<file path="src/rtl/tx_pkg.sv">
// Shared definitions for the TX frame reader: default widths, the maximum
// frame length and the FSM state encoding. The CSUM state only exists when
// TX_FRAME_CSUM_EN is defined.
package tx_pkg;

  localparam int TX_ADDR_W = 11;    // 2048 x 8 sample buffer
  localparam int TX_LEN_W  = 12;    // holds 1..2048
  localparam int MAX_LEN   = 2048;

  typedef enum logic [2:0] {
    ST_IDLE  = 3'd0,
    ST_READ  = 3'd1,
    ST_DRAIN = 3'd2,
`ifdef TX_FRAME_CSUM_EN
    ST_CSUM  = 3'd3,
`endif
    ST_DONE  = 3'd4
  } tx_state_e;

endpackage

</file>
<file path="src/rtl/tx_skid_fifo.sv">
// Two-entry FIFO holding buffer bytes plus a "final payload byte" flag,
// sitting between the buffer read port and the output stream. The writer
// guarantees it never pushes into a full FIFO unless a pop happens in the
// same cycle; the guards below only keep the pointers consistent.
module tx_skid_fifo (
  input  logic       clk,
  input  logic       rst_n,
  input  logic       wr_en_i,
  input  logic [7:0] wr_data_i,
  input  logic       wr_last_i,
  input  logic       rd_en_i,
  output logic       rd_valid_o,
  output logic [7:0] rd_data_o,
  output logic       rd_last_o,
  output logic [1:0] count_o
);

  logic [7:0] data_q [0:1];
  logic       last_q [0:1];
  logic       wptr_q;
  logic       rptr_q;
  logic [1:0] cnt_q;
  logic [1:0] cnt_d;
  logic       wr_s;
  logic       rd_s;

  // Qualify push/pop against occupancy and compute the next count.
  always_comb begin
    rd_s  = rd_en_i && (cnt_q != 2'd0);
    wr_s  = wr_en_i && ((cnt_q != 2'd2) || rd_s);
    cnt_d = cnt_q + {1'b0, wr_s} - {1'b0, rd_s};
  end

  // Storage, pointers and occupancy count.
  always_ff @(posedge clk or negedge rst_n) begin
    if (!rst_n) begin
      data_q[0] <= 8'd0;
      data_q[1] <= 8'd0;
      last_q[0] <= 1'b0;
      last_q[1] <= 1'b0;
      wptr_q    <= 1'b0;
      rptr_q    <= 1'b0;
      cnt_q     <= 2'd0;
    end else begin
      if (wr_s) begin
        data_q[wptr_q] <= wr_data_i;
        last_q[wptr_q] <= wr_last_i;
        wptr_q         <= ~wptr_q;
      end
      if (rd_s) begin
        rptr_q <= ~rptr_q;
      end
      cnt_q <= cnt_d;
    end
  end

  assign rd_valid_o = (cnt_q != 2'd0);
  assign rd_data_o  = data_q[rptr_q];
  assign rd_last_o  = last_q[rptr_q];
  assign count_o    = cnt_q;

endmodule

</file>
<file path="src/rtl/tx_frame_reader.sv">
// Reads a frame of bytes out of the 2048 x 8 sample buffer (bypass-mode
// read port, one cycle from sampled address to data) and streams it to the
// TX serializer over a valid/ready byte interface.
// Optional feature: define TX_FRAME_CSUM_EN to append a mod-256 checksum
// byte after the payload; the checksum byte then carries m_tlast.
module tx_frame_reader
  import tx_pkg::*;
#(
  parameter int ADDR_W = TX_ADDR_W,
  parameter int LEN_W  = TX_LEN_W
) (
  input  logic              clk,
  input  logic              rst_n,
  input  logic              start,
  input  logic [ADDR_W-1:0] start_addr,
  input  logic [LEN_W-1:0]  length,
  output logic              busy,
  output logic              done,
  output logic [ADDR_W-1:0] ram_adb,
  output logic              ram_ceb,
  output logic              ram_oce,
  input  logic [7:0]        ram_dout,
  output logic [7:0]        m_tdata,
  output logic              m_tvalid,
  input  logic              m_tready,
  output logic              m_tlast
);

  tx_state_e         state_q, state_d;
  logic [ADDR_W-1:0] adb_q, adb_d;
  logic [LEN_W-1:0]  rem_q, rem_d;      // reads still to be issued
  logic              rv_q;              // read data on ram_dout this cycle
  logic              rv_last_q;         // ...and it is the final payload byte
  logic              ceb_s;
  logic              pop_s;
  logic              space_s;
  logic              len_ok_s;
  logic [2:0]        occ_s;
  logic              fifo_valid_s;
  logic              fifo_last_s;
  logic [7:0]        fifo_data_s;
  logic [1:0]        fifo_cnt_s;
`ifdef TX_FRAME_CSUM_EN
  logic [7:0]        csum_q, csum_d;
`endif

  tx_skid_fifo u_fifo (
    .clk        (clk),
    .rst_n      (rst_n),
    .wr_en_i    (rv_q),
    .wr_data_i  (ram_dout),
    .wr_last_i  (rv_last_q),
    .rd_en_i    (pop_s),
    .rd_valid_o (fifo_valid_s),
    .rd_data_o  (fifo_data_s),
    .rd_last_o  (fifo_last_s),
    .count_o    (fifo_cnt_s)
  );

  // Slot accounting: FIFO entries plus the read whose data is on ram_dout,
  // less the byte leaving this cycle. A new read lands two edges from now,
  // so it may be issued only if that total leaves a slot free.
  always_comb begin
    pop_s    = fifo_valid_s && m_tready;
    occ_s    = {1'b0, fifo_cnt_s} + {2'b00, rv_q} - {2'b00, pop_s};
    space_s  = (occ_s < 3'd2);
    len_ok_s = (length != {LEN_W{1'b0}}) && (length <= LEN_W'(MAX_LEN));
  end

  // Next-state logic, read issue and checksum accumulation.
  always_comb begin
    state_d = state_q;
    adb_d   = adb_q;
    rem_d   = rem_q;
    ceb_s   = 1'b0;
`ifdef TX_FRAME_CSUM_EN
    if (pop_s) begin
      csum_d = csum_q + fifo_data_s;
    end else begin
      csum_d = csum_q;
    end
`endif
    case (state_q)
      ST_IDLE: begin
        if (start && len_ok_s) begin
          state_d = ST_READ;
          adb_d   = start_addr;
          rem_d   = length;
`ifdef TX_FRAME_CSUM_EN
          csum_d  = 8'd0;
`endif
        end else begin
          state_d = ST_IDLE;
        end
      end
      ST_READ: begin
        if (space_s) begin
          ceb_s = 1'b1;
          adb_d = adb_q + ADDR_W'(1);   // natural wrap 2047 -> 0
          rem_d = rem_q - LEN_W'(1);
          if (rem_q == LEN_W'(1)) begin
            state_d = ST_DRAIN;
          end else begin
            state_d = ST_READ;
          end
        end else begin
          state_d = ST_READ;
        end
      end
      ST_DRAIN: begin
        if (pop_s && fifo_last_s) begin
`ifdef TX_FRAME_CSUM_EN
          state_d = ST_CSUM;
`else
          state_d = ST_DONE;
`endif
        end else begin
          state_d = ST_DRAIN;
        end
      end
`ifdef TX_FRAME_CSUM_EN
      ST_CSUM: begin
        if (m_tready) begin
          state_d = ST_DONE;
        end else begin
          state_d = ST_CSUM;
        end
      end
`endif
      ST_DONE: begin
        state_d = ST_IDLE;
      end
      default: begin
        state_d = ST_IDLE;
      end
    endcase
  end

  // State, address, remaining count and read-pipeline registers.
  always_ff @(posedge clk or negedge rst_n) begin
    if (!rst_n) begin
      state_q   <= ST_IDLE;
      adb_q     <= {ADDR_W{1'b0}};
      rem_q     <= {LEN_W{1'b0}};
      rv_q      <= 1'b0;
      rv_last_q <= 1'b0;
`ifdef TX_FRAME_CSUM_EN
      csum_q    <= 8'd0;
`endif
    end else begin
      state_q   <= state_d;
      adb_q     <= adb_d;
      rem_q     <= rem_d;
      rv_q      <= ceb_s;
      rv_last_q <= ceb_s && (rem_q == LEN_W'(1));
`ifdef TX_FRAME_CSUM_EN
      csum_q    <= csum_d;
`endif
    end
  end

  assign ram_adb = adb_q;
  assign ram_ceb = ceb_s;
  assign ram_oce = 1'b1;
  assign busy    = (state_q != ST_IDLE);
  assign done    = (state_q == ST_DONE);

`ifdef TX_FRAME_CSUM_EN
  assign m_tvalid = fifo_valid_s || (state_q == ST_CSUM);
  assign m_tdata  = (state_q == ST_CSUM) ? csum_q : fifo_data_s;
  assign m_tlast  = (state_q == ST_CSUM);
`else
  assign m_tvalid = fifo_valid_s;
  assign m_tdata  = fifo_data_s;
  assign m_tlast  = fifo_valid_s && fifo_last_s;
`endif

endmodule

</file>
<file path="config.mk">
export PLATFORM = sky130hd
export DESIGN_NAME = tx_frame_reader
export DESIGN_NICKNAME = d
export VERILOG_FILES = /design/src/rtl/tx_pkg.sv /design/src/rtl/tx_skid_fifo.sv /design/src/rtl/tx_frame_reader.sv
export SDC_FILE = /design/constraint.sdc
export NUM_CORES = 1
export LEC_CHECK = 0
export BUFFER_PORTS_ARGS = -buffer_cell sky130_fd_sc_hd__buf_2
export CORE_UTILIZATION = 30
export CTS_BUF_LIST = sky130_fd_sc_hd__clkbuf_8
export CTS_CLUSTER_DIAMETER = 50
export DETAILED_ROUTE_END_ITERATION = 6
export SYNTH_ARGS = -nofsm -noshare
export SYNTH_HDL_FRONTEND = slang
export SYNTH_HIERARCHICAL = 1
export SYNTH_SLANG_ARGS = --single-unit
</file>
<file path="constraint.sdc">
create_clock -name clk -period 3.12 [get_ports clk]
set_input_delay 0.624 -clock clk [delete_from_list [all_inputs] [get_ports clk]]
set_output_delay 0.624 -clock clk [all_outputs]
set_load 0.01 [all_outputs]
</file>
==> metrics.yaml, run 1 <==
synthesis:
  synth-seq-area-share_pct: 43.38
  avgSynthCellArea_um2: 10.01
  async_flop_share_pct: 100.0
  synth_nets: 329
  syn_inst: 288
  synth_ff_type: "dfrtp_1"
  ys_types: 46
  synth_edf_count: 0
  synth_area_um2: 2884
  synth_seq_cells: 50
  yosys_warnings: 6
floorplanning:
  row_count: 35
  design.core.area_um2: 9284
  dieArea_um2: 10010
  die_y_um: 100.0
  ioPinCount: 60
  initial_utilization_pct: 31.06
  die_x_um: 100.0
pwr:
  p_per_area_nw_per_um2: 337.4
  cellLeakagePower_nw: 1.573
  swShare_pct: 21.49
  internal-power_mw: 0.9170
  p_comb_share_pct: 5.3
  power_frac_seq_pct: 56.1
  power_frac_clock_pct: 38.6
  total_power_mw: 1.168
  vdd_drop_max_mv: 0.1637
  power_switching_mw: 0.2510
place:
  port_buffers: 58
  post_dp_cell_area_um2: 3327
  dpl.hpwl_mm: 4.973
  dp.cells: 465
  globalplace.congestion: 0.8160
status:
  status: "finished, final reports clean"
route:
  wl_mm: 7.115
  antenna_left: 0
  dr_total_vias: 2468
  drtIter0Drc: 145
  dr.pass1.iters: 4
  viasPerCell: 5.196
  wire_per_inst_um: 14.98
  drc_errors: 0
cts:
  postCtsHoldBufs: 0
  cts_buffer_depth: 2
  cts_tree: "done"
  path_clk_slew_ns: 0.10
  root_buffer: "clkbuf_8"
  cts_sinks: 50
  cts_buffers: 5
  h-tree-depth: 2
  worstSkewPairLatency_ns: 0.30
global_routing:
  overflow: 0
  grt_pass1_wl_mm: 11.49
  antenna_found_initial: 0
  grt_max_degree: 41
  grt_pass1_vias: 2349
  grt_use_total_pct: 14.46
final_layout:
  final_cell_mix: "buf_2, dfrtp_1, nand2_1"
  utilization_pct: 37.29
  fin_cells: 475
  syn2layout_area_growth_pct: 20.04
  mostFrequentLayoutCell: "buf_2"
  stdcell_area_um2: 3462
  drive_gt1_share_pct: 34.49
  nets: 385
sta:
  tightest_slew_ns: 0.8090
  max_slew_margin_pct: 46.07
  fin_crit_sh_pct: 93.89
  hold_viol: 0
  min_period_ns: 2.929
  finalSetupViolCount: 0
  report.final.slew_viol_count: 0
  grt_setup_unrepaired: "no"
  fmax_mhz: 341.4
  fin_skew_ns: 0.01178
  fin_setup_tns_ns: 0
hold_path:
  hold_class: "in -> async"
worst_setup_path:
  crit_type: "reg -> out"
  required_ns: 2.50
  cp.arrival_ns: 2.31
  start_kind: "flop"
  cp_max_fo: 5
  critPathCaptureType: "output pin"
run:
  maxCapViolCount: 0
-- path summary, 6_finish.rpt --
| path | depth (start not counted) | slack (ns) | start | endpoint |
|---|---|---|---|---|
| min | 1 | 0.23 | rst_n | ram_adb[0] |
| max | 9 | 0.19 | u_fifo/count_o[0] | ram_ceb |
| max reg2reg | 11 | 0.40 | u_fifo/count_o[0] | rem_q[8] |
| max in group asynchronous | 2 | 2.10 | rst_n | u_fifo/data_q[3] |
| min in group clk | 1 | 0.51 | u_fifo/data_q[4] | u_fifo/data_q[4] |
| min reg2reg | 1 | 0.51 | u_fifo/data_q[4] | u_fifo/data_q[4] |
-- layout make-up --
cell class / count / area (µm²)
Antenna cell: 1 / 2.502
Clock buffer: 5 / 68.82
Clock inverter: 3 / 41.29
Fill cell: 991 / 5822
Inverter: 7 / 26.28
Multi-Input combinational cell: 211 / 1538
Sequential cell: 50 / 1251
Tap cell: 129 / 161.4
Timing Repair Buffer: 69 / 372.9
-- cells in the mapped netlist (all sizes together) (2+ instances only) --
| cell type | number | area share, % |
|---|---|---|
| dfrtp | 50 | 43 |
| nand2 | 45 | 5.9 |
| mux2 | 29 | 11 |
| o221ai | 19 | 6.2 |
| clkbuf | 15 | 2.0 |
| nand3 | 15 | 2.6 |
| o31a | 9 | 2.7 |
| nor2 | 8 | 1.1 |
| a21oi | 7 | 1.2 |
| inv | 7 | 0.91 |
| nor3b | 7 | 2.6 |
| nor3 | 6 | 1.0 |
| o211ai | 6 | 1.6 |
| buf | 5 | 1.1 |
| ha | 5 | 2.2 |
| xnor2 | 5 | 1.5 |
| and3 | 4 | 0.87 |
| nor4 | 4 | 0.87 |
| a31oi | 3 | 0.65 |
| nand3b | 3 | 0.78 |
| nand4 | 3 | 0.65 |
| o311ai | 3 | 0.91 |
| or3 | 3 | 0.65 |
| or4 | 3 | 0.78 |
| a22oi | 2 | 0.52 |
| a2bb2oi | 2 | 0.61 |
| and2 | 2 | 0.43 |
| and4 | 2 | 0.61 |
| nand2b | 2 | 0.43 |
| nor4b | 2 | 0.61 |
| o21ai | 2 | 0.35 |
| o31ai | 2 | 0.52 |
| or3b | 2 | 0.61 |
-- registers in the layout (all words and copies together), names as in the netlist --
signal,count
rv_q,1
u_fifo/data_q,16
u_fifo/wptr_q,1
rem_q,12
u_fifo/count_o,2
u_fifo/rptr_q,1
u_fifo/last_q,2
rv_last_q,1
state_q,3
ram_adb,11
-- power by group through the flow --
stage	Clock [mW]	Sequential, mW	Combinational [mW]
2_1_floorplan	0	0.667	0.0204
3_3_place_gp	0	0.667	0.0622
3_5_place_dp	0	0.668	0.0628
4_1_cts	0.473	0.655	0.0632
5_1_grt	0.494	0.656	0.0701
6_report	0.451	0.655	0.0619
-- repair_timing --
action                                  in CTS  in global routing
resized for setup                            1                  3
buffers inserted                             0                  1
pin swaps                                    0                  1
endpoints found under the setup margin       1                  1
-- cells by family (layout without fill, tap and decap cells) --
logic type | count (synthesis) | in the layout | share of synthesized area, %
fa+ha+maj | 6 | 6 | 2.863
compound gates | 56 | 56 | 15.49
other cells | 1 | 2 | 0.1300
buf+inv | 27 | 84 | 3.991
mux | 29 | 29 | 11.32
flops | 50 | 50 | 43.38
simple gates | 113 | 113 | 21.00
xor+xnor | 6 | 6 | 1.822
-- per-stage QoR --
step	hold WS, ns	setup slack (ns)
2_1_floorplan	0.3284	0.4152
3_3_place_gp	0.4827	0.3350
3_5_place_dp	0.4903	0.2919
4_1_cts	0.2331	0.001220
5_1_grt	0.2435	0.03186
6_report	0.2296	0.1906
-- per-layer routing --
metal  global-route usage (%)  part of all wire, %  up-vias
met3                    3.482                  6.3        5
met5                        0                    0        -
li1                         -                    -     1182
met4                    3.790                 0.62        0
met2                    23.45                   46       83
met1                    19.40                   47     1198
-- worst max-delay path: stages (launching register included) --
cell and delay, ns:
dfrtp_1 0.38, or2_2 0.34, nand2_2 0.11, xnor2_1 0.12, nand2_1 0.08, fa_1 0.40
xnor2_2 0.21, nand3_2 0.13, inv_2 0.10, buf_2 0.13
No activity file was read; power rests on OpenSTA's default activity.
==> run 2, diff against run 1 <==
Settings changed: SYNTH_HIERARCHICAL 1 to not set.
==> run 2 against run 1 <==
Compared with the run above:
- core utilization rose by 0.97 points
- worst setup slack lost 0.026 ns
- global-route usage is 1.0 points higher
- routed wire length shrank 1.2%
- die area fell by 2.5%
- critical path depth increased by 1
- critical path type unchanged
- largest cell class unchanged
==> metrics.yaml, run 2 <==
worst_setup_path:
  critPathCaptureType: "output pin"
  r2r_end: "state_q[1]"
  rrSetupSlack_ns: 0.25  # -0.15 ns
  required_ns: 2.50  # about the same
  cp-endpoint: "ram_ceb"
  cp.arrival_ns: 2.33  # +0.02 ns
  cp_max_fo: 3  # -2
  crit_type: "reg -> out"
  rr_worst_depth: 17  # +6
  start_kind: "flop"
  reg2reg_from: "u_fifo.count_o[1]"
  setup.worst_path.start: "u_fifo.count_o[1]"
cts:
  cts_sinks: 50  # unchanged
  cts_buffer_depth: 2  # unchanged
  cts_buffers: 5  # unchanged
  h-tree-depth: 2  # unchanged
  worstSkewPairLatency_ns: 0.31  # about the same
  postCtsHoldBufs: 0  # unchanged
  cts_tree: "done"
  path_clk_slew_ns: 0.10  # about the same
  root_buffer: "clkbuf_8"
floorplanning:
  initial_utilization_pct: 31.62  # +0.56 points
  dieArea_um2: 9762  # -2.5%
  die_y_um: 98.81  # -1.2%
  row_count: 34  # -2.9%
  die_x_um: 98.81  # -1.2%
  ioPinCount: 60  # unchanged
  design.core.area_um2: 8891  # -4.2%
final_layout:
  mostFrequentLayoutCell: "buf_2"
  nets: 379  # -1.6%
  drive_gt1_share_pct: 36.98  # +2.5 points
  syn2layout_area_growth_pct: 21.01
  fin_cells: 446  # -6.1%
  antenna_cells: 0  # -1
  final_cell_mix: "buf_2, dfrtp_1, a21oi_1"
  regMostFlops: "u_fifo.data_q"
  largest_reg_flops: 16  # unchanged
route:
  drc_errors: 0  # unchanged
  dr.pass1.iters: 4  # unchanged
  dr_total_vias: 2353  # -4.7%
  wl_mm: 7.027  # -1.2%
  wire_per_inst_um: 15.76  # +5.2%
  drtIter0Drc: 104  # -28%
  viasPerCell: 5.276  # +1.5%
  antenna_left: 0  # unchanged
global_routing:
  grt_use_total_pct: 15.47  # +1.0 points
  grt_pass1_wl_mm: 11.94  # +4.0%
  overflow: 0  # unchanged
  grt_max_degree: 32  # -22%
  grt_pass1_vias: 2446  # +4.1%
  antenna_found_initial: 0  # unchanged
sta:
  min_period_ns: 2.955  # +0.02582 ns
  finalSetupViolCount: 0  # unchanged
  fin_skew_ns: 0.001947  # -0.009830 ns
  max_slew_margin_pct: 26.92  # -19 points
  grt_setup_unrepaired: "no"
  fin_crit_sh_pct: 94.72  # +0.83 points
  fin_setup_tns_ns: 0  # unchanged
  fmax_mhz: 338.4  # -0.87%
  whs_ns: 0.3130  # +0.08341 ns
  hold_viol: 0  # unchanged
  tightest_slew_ns: 1.096  # +0.2872 ns
  report.final.slew_viol_count: 0  # unchanged
pwr:
  power_switching_mw: 1.409  # +460%
  total_power_mw: 3.380  # +190%
  power_frac_seq_pct: 35.5  # -21 points
  p_comb_share_pct: 52.7  # +47 points
  vdd_drop_max_mv: 0.3379  # +110%
  internal-power_mw: 1.971  # +110%
  cellLeakagePower_nw: 1.509  # -4.1%
  p_per_area_nw_per_um2: 993.7  # +190%
  swShare_pct: 41.68  # +20 points
  power_frac_clock_pct: 11.9  # -27 points
synthesis:
  synth_seq_cells: 50  # unchanged
  yosys_warnings: 0  # -6
  synth_area_leaders: "dfrtp_1, mux2_2, a21oi_1, o22a_1, nor2_1"
  synth_area_leader_cell: "dfrtp_1"
  async_flop_share_pct: 100.0  # unchanged
  synth_commonest_cells: "dfrtp_1, a21oi_1, nor2_1"
  synth_edf_count: 0  # unchanged
  synth_nets: 316  # -4.0%
  synth_area_um2: 2811  # -2.5%
  synth_top_area_share_pct: 44.50  # +1.1 points
  synth.most_common_cell: "dfrtp_1"
  synth_ff_type: "dfrtp_1"
  avgSynthCellArea_um2: 10.26  # +2.5%
  syn_inst: 274  # -4.9%
  ys_types: 58  # +26%
  synth-seq-area-share_pct: 44.50  # +1.1 points
place:
  dpl.hpwl_mm: 5.031  # +1.2%
  dp.cells: 432  # -7.1%
  port_buffers: 58  # unchanged
  globalplace.congestion: 0.7880  # -3.4%
status:
  status: "finished, final reports clean"
run:
  maxCapViolCount: 0  # unchanged
hold_path:
  hold_class: "in -> async"
-- run 2: cell count changes after synthesis, sizes merged, moves of 11 or more --
cell	delta
nand2	-35
a21oi	+21
o221ai	-19
nor2	+17
nand3	-12
o22a	+12
clkbuf	-11
-- run 2: what timing repair did --
action / 4_1_cts / 5_1_grt
gates resized for setup: 4 / 5
pin swaps: 2 / 4
gates cloned: 0 / 0
buffers inserted: 6 / 0
hold endpoints to repair: 0 / 0
setup endpoints to repair: 1 / 4
-- run 2: cells by family (layout without fill, tap and decap cells) --
logic type	Yosys count	count (layout)	share of synthesized area, %
AO/OA/AOI/OAI	78	78	17.98
XOR/XNOR	4	4	1.246
adder cells (fa/ha/maj)	7	7	3.382
buffers and inverters	30	94	4.717
flip-flops	50	50	44.50
multiplexers	29	29	11.53
other	1	1	0.1334
AND/OR/NAND/NOR	75	75	16.51
-- run 2: power by group through the flow --
stage / Combinational, mW / Sequential [mW] / Clock [mW]
after CTS: 1.75 / 1.20 / 0.418
after detailed placement: 1.59 / 1.21 / 0
after global placement: 1.55 / 1.19 / 0
after global routing: 1.98 / 1.24 / 0.447
after floorplan: 1.11 / 1.16 / 0
final: 1.78 / 1.20 / 0.401
-- run 2: cell type report --
cell class                      instances  area (µm²)
Inverter                               12       45.04
Tap cell                              108       135.1
Clock buffer                            5       68.82
Clock inverter                          3       25.02
Timing Repair Buffer                   74       416.7
Fill cell                             905        5489
Multi-Input combinational cell        194        1460
Sequential cell                        50        1251
-- run 2: worst min-delay path by stage --
| stage | to | slack, ns | cells after the start |
|---|---|---|---|
| finish | u_fifo.data_q[10] | 0.31 | 2 |
| global route | u_fifo.data_q[5] | 0.33 | 2 |
| CTS | u_fifo.data_q[10] | 0.32 | 2 |
| detailed placement | u_fifo.data_q[9] | 0.47 | 1 |
| global placement | u_fifo.data_q[13] | 0.46 | 1 |
| floorplan | ram_adb[0] | 0.33 | 0 |
-- run 2: layer usage --
layer  routed length [µm]  track usage [%]  vias to the layer above
met5                    0                0                        -
met4                   53            3.215                        0
met3                  363            4.043                        6
met2                 3248            25.93                       70
met1                 3362            20.13                     1142
li1                     -                -                     1135
-- run 2: worst max-delay path, stage by stage, from the launching register on --
cell and delay (ns):
dfrtp_1 0.40, or2_4 0.26, and2_4 0.18, ha_4 0.21, inv_2 0.05, nand2_1 0.07
fa_2 0.40, xnor2_2 0.18, nand3_2 0.11, inv_2 0.08, buf_6 0.10
-- run 2: per-stage QoR --
step	area [µm²]	setup WS (ns)	utilization (%)
finish	3402	0.1648	38.26
global route	3402	0.02847	38.26
CTS	3378	0.05892	38.00
detailed placement	3224	0.2447	36.27
global placement	3224	0.2714	36.27
floorplan	2811	0.2920	-
==> run 3, diff against run 2 <==
Settings changed: RECOVER_POWER set to 50.
==> run 3 against run 2 <==
Compared with the run above:
- critical path depth unchanged
- register-to-register slack about the same
- clock power about the same
- largest power group unchanged
- first-iteration DRC count down 8.7%
- clock skew up 0.0014 ns
- cell count unchanged
- count of clock-buffer cells in the layout unchanged
- maximum frequency up 0.24%
- via count about the same
==> metrics.yaml, run 3 (synthesis results as in run 2) <==
hold_path:
  hold_class: "reg -> reg"
  hp-start: "u_fifo.data_q[9]"
cts:
  path_clk_slew_ns: 0.10  # about the same
  cts_buffers: 5  # unchanged
  root_buffer: "clkbuf_8"
  cts_buffer_depth: 2  # unchanged
  worstSkewPairLatency_ns: 0.31  # about the same
  cts_sinks: 50  # unchanged
  h-tree-depth: 2  # unchanged
  cts_tree: "done"
sta:
  fmax_mhz: 339.2  # +0.24%
  hold_viol: 0  # unchanged
  grt_setup_unrepaired: "no"
  fin_crit_sh_pct: 94.49  # -0.23 points
  fin_skew_ns: 0.003340  # +0.001393 ns
  fin_setup_tns_ns: 0  # unchanged
  min_period_ns: 2.948  # -0.007090 ns
  tightest_slew_ns: 1.466  # +0.3694 ns
  max_slew_margin_pct: 2.295  # -25 points
  finalSetupViolCount: 0  # unchanged
  report.final.slew_viol_count: 0  # unchanged
worst_setup_path:
  reg2reg_from: "u_fifo.count_o[1]"
  crit_slowest_cell: "dfrtp_1"
  required_ns: 2.50  # about the same
  start_kind: "flop"
  setup.worst_path.start: "u_fifo.count_o[1]"
  cp_max_fo: 3  # unchanged
  crit_chain: "or2_4 -> and2_4 -> ha_4 -> inv_2 -> nand2_1 -> fa_2 -> xnor2_2 -> nand3_2 -> inv_2 -> buf_6"
  crit_type: "reg -> out"
  cp.arrival_ns: 2.32  # about the same
  critPathCaptureType: "output pin"
  slowest_delay_ns: 0.40  # about the same
  path_common_cell: "inv_2"
route:
  drtIter0Drc: 95  # -8.7%
  drc_errors: 0  # unchanged
  wire_per_inst_um: 15.76  # about the same
  antenna_left: 0  # unchanged
  wl_mm: 7.031  # about the same
  dr_total_vias: 2351  # -0.085%
  dr.pass1.iters: 5  # +1
  viasPerCell: 5.271  # about the same
floorplanning:
  dieArea_um2: 9762  # unchanged
  die_y_um: 98.81  # unchanged
  initial_utilization_pct: 31.62  # unchanged
  die_x_um: 98.81  # unchanged
  row_count: 34  # unchanged
  ioPinCount: 60  # unchanged
  design.core.area_um2: 8891  # unchanged
pwr:
  total_power_mw: 3.356  # -0.73%
  cellLeakagePower_nw: 1.477  # -2.1%
  p_per_area_nw_per_um2: 992.6  # -0.10%
  vdd_drop_max_mv: 0.3365  # -0.43%
final_layout:
  largest_reg_flops: 16  # unchanged
  antenna_cells: 0  # unchanged
  syn2layout_area_growth_pct: 20.25
  mostFrequentLayoutCell: "dfrtp_1"
  utilization_pct: 38.02  # -0.24 points
  nets: 379  # unchanged
  final_cell_mix: "dfrtp_1, buf_2, a21oi_1"
  regMostFlops: "u_fifo.data_q"
  drive_gt1_share_pct: 33.43  # -3.6 points
place:
  dpl.hpwl_mm: 5.031  # unchanged
  globalplace.congestion: 0.7880  # unchanged
  port_buffers: 58  # unchanged
global_routing:
  grt_use_total_pct: 15.47  # unchanged
  antenna_found_initial: 0  # unchanged
  grt_pass1_wl_mm: 11.94  # unchanged
  grt_pass1_vias: 2446  # unchanged
  grt_max_degree: 32  # unchanged
  overflow: 0  # unchanged
run:
  maxCapViolCount: 0  # unchanged
status:
  status: "finished, final reports clean"
==> run 3: worst paths after layout <==
path / endpoint / slack, ns / cells after the start
max: ram_ceb / 0.17 / 10
min in group asynchronous: u_fifo.data_q[10] / 0.74 / 2
min reg2reg: u_fifo.data_q[9] / 0.49 / 1
max reg2reg: state_q[1] / 0.25 / 17
max in group asynchronous: rv_q / 1.52 / 2
min: u_fifo.data_q[9] / 0.49 / 1
==> run 3: area by class of cell <==
class,instances,area [µm²]
Timing Repair Buffer,74,395.4
Sequential cell,50,1251
Clock inverter,3,25.02
Clock buffer,5,68.82
Inverter,12,45.04
Tap cell,108,135.1
Fill cell,912,5510
Multi-Input combinational cell,194,1460
==> run 3: metrics by stage <==
| stage | instances | hold slack [ns] | setup WS [ns] | area (µm²) |
|---|---|---|---|---|
| detailed placement | 432 | 0.4708 | 0.2447 | 3224 |
| floorplan | 274 | 0.3284 | 0.2920 | 2811 |
| finish | 446 | 0.4907 | 0.1719 | 3381 |
| global placement | 432 | 0.4627 | 0.2714 | 3224 |
| global route | 446 | 0.5074 | 0.02948 | 3381 |
| CTS | 446 | 0.3163 | 0.05892 | 3378 |
==> run 3: per-layer routing <==
metal / wire (µm) / track usage [%] / part of all wire, %
met1: 3348 / 20.13 / 48
met2: 3263 / 25.93 / 46
met3: 358 / 4.043 / 5.1
met4: 61 / 3.215 / 0.87
met5: 0 / 0 / 0
==> run 3: power breakdown <==
group          internal (mW)  switching (mW)
Clock                  0.162           0.237
Sequential             0.943           0.257
Combinational          0.845           0.911
==> run 3: worst max-delay path: cells and delay by family (launching register included) <==
family        cells  cell delay (ns)
simple gates      4             0.62
fa+ha+maj         2             0.61
flops             1             0.40
buf+inv           3             0.23
xor+xnor          1             0.18
==> run 3: repair_timing <==
action	4_1_cts	5_1_grt
setup endpoints to repair	1	4
pin swaps	2	4
buffers inserted	6	0
hold buffers	0	0
resized for setup	4	5
hold endpoints to repair	0	0
